## src/rtl/pulse_tx_refill_ctrl.sv

```systemverilog
// Refill controller for a pulse transmitter: primes a small ring of symbol words,
// runs the transmitter, tracks outstanding words and reports underrun / done / low-water.
module pulse_tx_refill_ctrl #(
  parameter int DEPTH = 5
) (
  input  logic        clk,
  input  logic        rst_n,
  input  logic        enable,
  input  logic [2:0]  prime_thresh,
  input  logic [2:0]  low_water,
  input  logic        flush,
  input  logic        wr_valid,
  input  logic [31:0] wr_data,
  output logic        wr_ready,
  input  logic        word_done,
  output logic        mem_we,
  output logic [2:0]  mem_waddr,
  output logic [31:0] mem_wdata,
  output logic        tx_run,
  output logic [2:0]  count,
  output logic        irq_low,
  input  logic        irq_clr,
  output logic        underrun,
  output logic        done,
  output logic [2:0]  dbg_state
);

  // wr_valid/wr_ready: a word transfers on any cycle where both are high;
  // wr_ready never depends on wr_valid, and wr_data is only sampled on transfer.

  localparam logic [2:0] DEPTH_C = 3'(DEPTH);
  localparam logic [2:0] LAST_C  = 3'(DEPTH - 1);

  typedef enum logic [2:0] {
    S_IDLE     = 3'd0,
    S_PRIME    = 3'd1,
    S_RUN      = 3'd2,
    S_DRAIN    = 3'd3,
    S_UNDERRUN = 3'd4,
    S_DONE     = 3'd5
  } state_t;

  state_t      state_q, state_d;
  logic [2:0]  wp_q, wp_d;
  logic [2:0]  count_q, count_d;
  logic        mem_we_q, mem_we_d;
  logic [2:0]  mem_waddr_q, mem_waddr_d;
  logic [31:0] mem_wdata_q, mem_wdata_d;
  logic        tx_run_q, tx_run_d;
  logic        irq_low_q, irq_low_d;
  logic        underrun_q, underrun_d;
  logic        done_q, done_d;

  logic [2:0]  eff_thresh;
  logic        accepting;
  logic        hs;
  logic        wd_seen;
  logic        wd_dec;
  logic        drained;

  always_comb begin
    eff_thresh = prime_thresh;
    if (prime_thresh == 3'd0) begin
      eff_thresh = 3'd1;
    end else if (prime_thresh > DEPTH_C) begin
      eff_thresh = DEPTH_C;
    end
  end

  // Pushes are refused once enable drops so nothing is written after the abort.
  assign accepting = enable && ((state_q == S_PRIME) || (state_q == S_RUN));
  assign wr_ready  = accepting && (count_q < DEPTH_C);
  assign hs        = wr_valid && wr_ready;
  assign wd_seen   = word_done && ((state_q == S_RUN) || (state_q == S_DRAIN));
  assign wd_dec    = wd_seen && (count_q != 3'd0);

  always_comb begin
    count_d = count_q;
    if (hs && !wd_dec) begin
      count_d = count_q + 3'd1;
    end else if (!hs && wd_dec) begin
      count_d = count_q - 3'd1;
    end
  end

  // A consumed word that leaves nothing outstanding; a stray pulse at zero counts too.
  assign drained = wd_seen && (count_d == 3'd0);

  always_comb begin
    state_d     = state_q;
    wp_d        = wp_q;
    mem_we_d    = 1'b0;
    mem_waddr_d = mem_waddr_q;
    mem_wdata_d = mem_wdata_q;
    irq_low_d   = irq_low_q;
    underrun_d  = underrun_q;
    done_d      = done_q;

    if (hs) begin
      mem_we_d    = 1'b1;
      mem_waddr_d = wp_q;
      mem_wdata_d = wr_data;
      wp_d        = (wp_q == LAST_C) ? 3'd0 : (wp_q + 3'd1);
    end

    unique case (state_q)
      S_IDLE: begin
        state_d = S_PRIME;
      end
      S_PRIME: begin
        if ((count_q >= eff_thresh) && !mem_we_q) begin
          state_d = S_RUN;
        end
      end
      S_RUN: begin
        if (drained) begin
          if (flush) begin
            state_d = S_DONE;
            done_d  = 1'b1;
          end else begin
            state_d    = S_UNDERRUN;
            underrun_d = 1'b1;
          end
        end else if (flush) begin
          state_d = S_DRAIN;
        end
      end
      S_DRAIN: begin
        if (drained) begin
          state_d = S_DONE;
          done_d  = 1'b1;
        end
      end
      S_UNDERRUN: state_d = S_UNDERRUN;
      S_DONE:     state_d = S_DONE;
      default:    state_d = S_IDLE;
    endcase

    if ((state_q == S_RUN) && (count_q <= low_water)) begin
      irq_low_d = 1'b1;
    end else if (irq_clr) begin
      irq_low_d = 1'b0;
    end

    if (!enable) begin
      state_d    = S_IDLE;
      wp_d       = 3'd0;
      irq_low_d  = 1'b0;
      underrun_d = 1'b0;
      done_d     = 1'b0;
    end

    tx_run_d = (state_d == S_RUN) || (state_d == S_DRAIN);
  end

  always_ff @(posedge clk) begin
    if (!rst_n) begin
      state_q     <= S_IDLE;
      wp_q        <= 3'd0;
      count_q     <= 3'd0;
      mem_we_q    <= 1'b0;
      mem_waddr_q <= 3'd0;
      mem_wdata_q <= 32'd0;
      tx_run_q    <= 1'b0;
      irq_low_q   <= 1'b0;
      underrun_q  <= 1'b0;
      done_q      <= 1'b0;
    end else begin
      state_q     <= state_d;
      wp_q        <= wp_d;
      count_q     <= enable ? count_d : 3'd0;
      mem_we_q    <= mem_we_d;
      mem_waddr_q <= mem_waddr_d;
      mem_wdata_q <= mem_wdata_d;
      tx_run_q    <= tx_run_d;
      irq_low_q   <= irq_low_d;
      underrun_q  <= underrun_d;
      done_q      <= done_d;
    end
  end

  assign mem_we    = mem_we_q;
  assign mem_waddr = mem_waddr_q;
  assign mem_wdata = mem_wdata_q;
  assign tx_run    = tx_run_q;
  assign count     = count_q;
  assign irq_low   = irq_low_q;
  assign underrun  = underrun_q;
  assign done      = done_q;
  assign dbg_state = state_q;

endmodule

```

## config.mk

```make
export PLATFORM = sky130hd
export DESIGN_NAME = pulse_tx_refill_ctrl
export DESIGN_NICKNAME = d
export VERILOG_FILES = /design/src/rtl/pulse_tx_refill_ctrl.sv
export SDC_FILE = /design/constraint.sdc
export NUM_CORES = 1
export LEC_CHECK = 0
export BUFFER_PORTS_ARGS = -buffer_cell sky130_fd_sc_hd__buf_2
export CORE_ASPECT_RATIO = 1.1
export CORE_MARGIN = 10
export CORE_UTILIZATION = 35
export DETAILED_ROUTE_END_ITERATION = 6
export GPL_TIMING_DRIVEN = 0
export HOLD_SLACK_MARGIN = 0.12
export PLACE_DENSITY_LB_ADDON = 0.05
export SYNTH_ARGS = -nofsm -noshare
export SYNTH_HDL_FRONTEND = slang
export SYNTH_SLANG_ARGS = --single-unit
```

## constraint.sdc

```tcl
create_clock -name clk -period 4.5 [get_ports clk]
set_input_delay 0 -clock clk [delete_from_list [all_inputs] [get_ports clk]]
set_output_delay 0 -clock clk [all_outputs]
set_load 0.05 [all_outputs]
```

==> flow_summary.ini <==
[route]
first_pass_iters = 4
wl_per_cell_um = 13.1
num_vias = 2176
drc = 0
routed_wl_um = 6280
via_per_inst = 4.55
drt_iter0_drc = 40
drt.antenna.violating_nets = 0

[synth]
synth_edf_count = 0
syn_area_um2 = 2180
synth.distinct_cells = 33
synth_area_leader_cell = dfxtp_1
synthTopCellsByArea = dfxtp_1 (45%), nand2_1 (13%), a21boi_0 (12%), ha_1 (6.3%), o21ai_0 (1.8%)
synth_nets = 318
yosys_register_bits = 49
yosys_warnings = 0
ys.flop_type = dfxtp_1
synth_top_area_share_pct = 45.1
synthCells = 262
seq_area_frac_synth_pct = 45.1
syn_area_per_cell_um2 = 8.31
async_reset_ff_share_pct = 0

[critical_path]
crit_arrival_ns = 2.74
cp.required_ns = 4.75
start_kind = flip-flop
path_cells = inv_1 -> ha_1 -> nor2b_1 -> nor2_1 -> nand2_1 -> a32oi_1 -> o2111ai_1 -> o21ai_0 -> dlygate4sd3_1
crit_path_max_incr_delay_ns = 0.56
crit_family = buffers and inverters
worstSetupPathType = flip-flop to flip-flop
critical_path.max_fanout = 5
end_kind = flip-flop
crit_slowest_cell = dlygate4sd3_1
path_buf_inv = 2

[clocking]
insertion_delay_ns = 0.30
cts_tree = yes
cts_setup_buffers = 0
clockRootBuffer = clkbuf_8
max-clock-path-buffers = 2
clk_transition_reported_paths_ns = 0.09
hold_buffers = 37
cts_sinks = 49
cts_resized = 0
numCtsBuffers = 5
h-tree-depth = 2

[timing]
grt_setup_unrepaired = no
setup_viol = 0
max_freq_mhz = 402
whs_ns = 0.125
tightest_slew_ns = 0.475
finClkSkew_ns = 0.0101
slew_violations = 0
finalHoldViolations = 0
maxSlewHeadroom_pct = 68.3
tns_ns = 0
fin_crit_sh_pct = 55.3
period_needed_ns = 2.49

[power_and_ir_drop]
power_density_nw_per_um2 = 268
vdd_drop_max_v = 0.000185
leakage_nw = 1.44

[die]
coreArea_um2 = 6120
dieArea_um2 = 9780
die_width_um = 95.2
initial_core_util_pct = 35.6
std_cell_rows = 30
pin_count = 92
dieHeight_um = 103

[cells_and_area]
final_cell_count_no_fill = 478
final_cell_mix = buf_2 (96), nand2_1 (78), dfxtp_1 (49)
fin_nets = 453
layout_commonest_cell = buf_2
antenna_cells = 0
design_area_um2 = 3210
area_delta_synth_final_pct = 47.4
drive_above_1_share_pct = 26.9

[placement]
dp.cells = 433
place_area_um2 = 2730
gp_congestion = 0.772
io_buffers = 91
dp_hpwl_um = 4650

[grt]
gr-usage-all-layers_pct = 13.0
grt_max_degree = 16
grt_pass1_wl_um = 10300
grt.overflow.total = 0
antenna_found_initial = 0
first_global_vias = 2203

[min_path]
hold_path.class = input pin to flip-flop

[run_status]
outcome = finished clean

[run]
drv_cap = 0
-- cells in the mapped netlist (3+ instances only) --
library cell	count
nand2b_1	4
buf_2	5
dfxtp_1	49
nand3_1	4
inv_1	10
nor2b_1	3
a21oi_1	7
a21boi_0	35
o21ai_0	8
nand2_1	78
clkbuf_1	9
ha_1	11
xnor2_1	3
nor2_1	10
a21o_1	3
-- state kept, by name, indices dropped and copies added (netlist names) --
register and count:
mem_wdata 32, wp_q 3, mem_we 1, done 1, irq_low 1, dbg_state 3
underrun 1, mem_waddr 3, tx_run 1, count 3
-- cells by family (layout without fill, tap and decap cells) --
family / after synthesis / in the layout / synth area share [%]
adders and majority gates: 11 / 11 / 6.32
buffers and inverters: 26 / 162 / 5.46
DFF: 49 / 49 / 45.1
xor gates and xnor gates: 4 / 4 / 1.61
and+or+nand+nor: 111 / 111 / 22.2
AOI/OAI and AO/OA: 60 / 60 / 18.9
muxes: 1 / 1 / 0.460
-- final timing paths --
kind                 start            end  slack (ns)  cells past startpoint
max               count[0]           done        2.01                      9
min                  rst_n       underrun        0.13                      5
max reg2reg       count[0]           done        2.01                      9
min reg2reg  mem_wdata[27]  mem_wdata[27]        0.46                      2
-- report_power, final --
group          internal (mW)  total (mW)  switching [mW]
Clock                  0.142       0.291           0.149
Sequential             0.441       0.445         0.00436
Combinational         0.0562       0.124          0.0675
-- stage by stage --
| step | worst slack [ns] | power, mW | utilization [%] |
|---|---|---|---|
| floorplan | 2.28 | 0.517 | - |
| global placement | 2.35 | 0.556 | 44.7 |
| detailed placement | 2.36 | 0.557 | 44.7 |
| CTS | 2.02 | 0.872 | 52.4 |
| global route | 1.76 | 0.897 | 52.4 |
| finish | 2.01 | 0.860 | 52.4 |
-- worst register-to-register path, cell delays in order (launching register included) --
cell and delay (ns):
dfxtp_1 0.43, inv_1 0.13, ha_1 0.22, nor2b_1 0.14, nor2_1 0.20, nand2_1 0.09
a32oi_1 0.37, o2111ai_1 0.16, o21ai_0 0.15, dlygate4sd3_1 0.56
-- metal layers --
layer	vias to the layer above	share of wire [%]	track usage, %
li1	1133	-	-
met1	965	43	14.6
met2	67	46	21.2
met3	11	9.4	5.61
met4	0	1.9	5.18
met5	-	0	0
-- final cells by class --
cell class | count | area (um^2)
Multi-Input combinational cell | 187 | 1080
Buffer | 16 | 81.3
Fill cell | 610 | 2910
Clock buffer | 7 | 96.3
Sequential cell | 49 | 981
Clock inverter | 1 | 8.76
Timing Repair Buffer | 128 | 826
Inverter | 10 | 37.5
Tap cell | 80 | 100
Power figures use the tool's default switching activity.
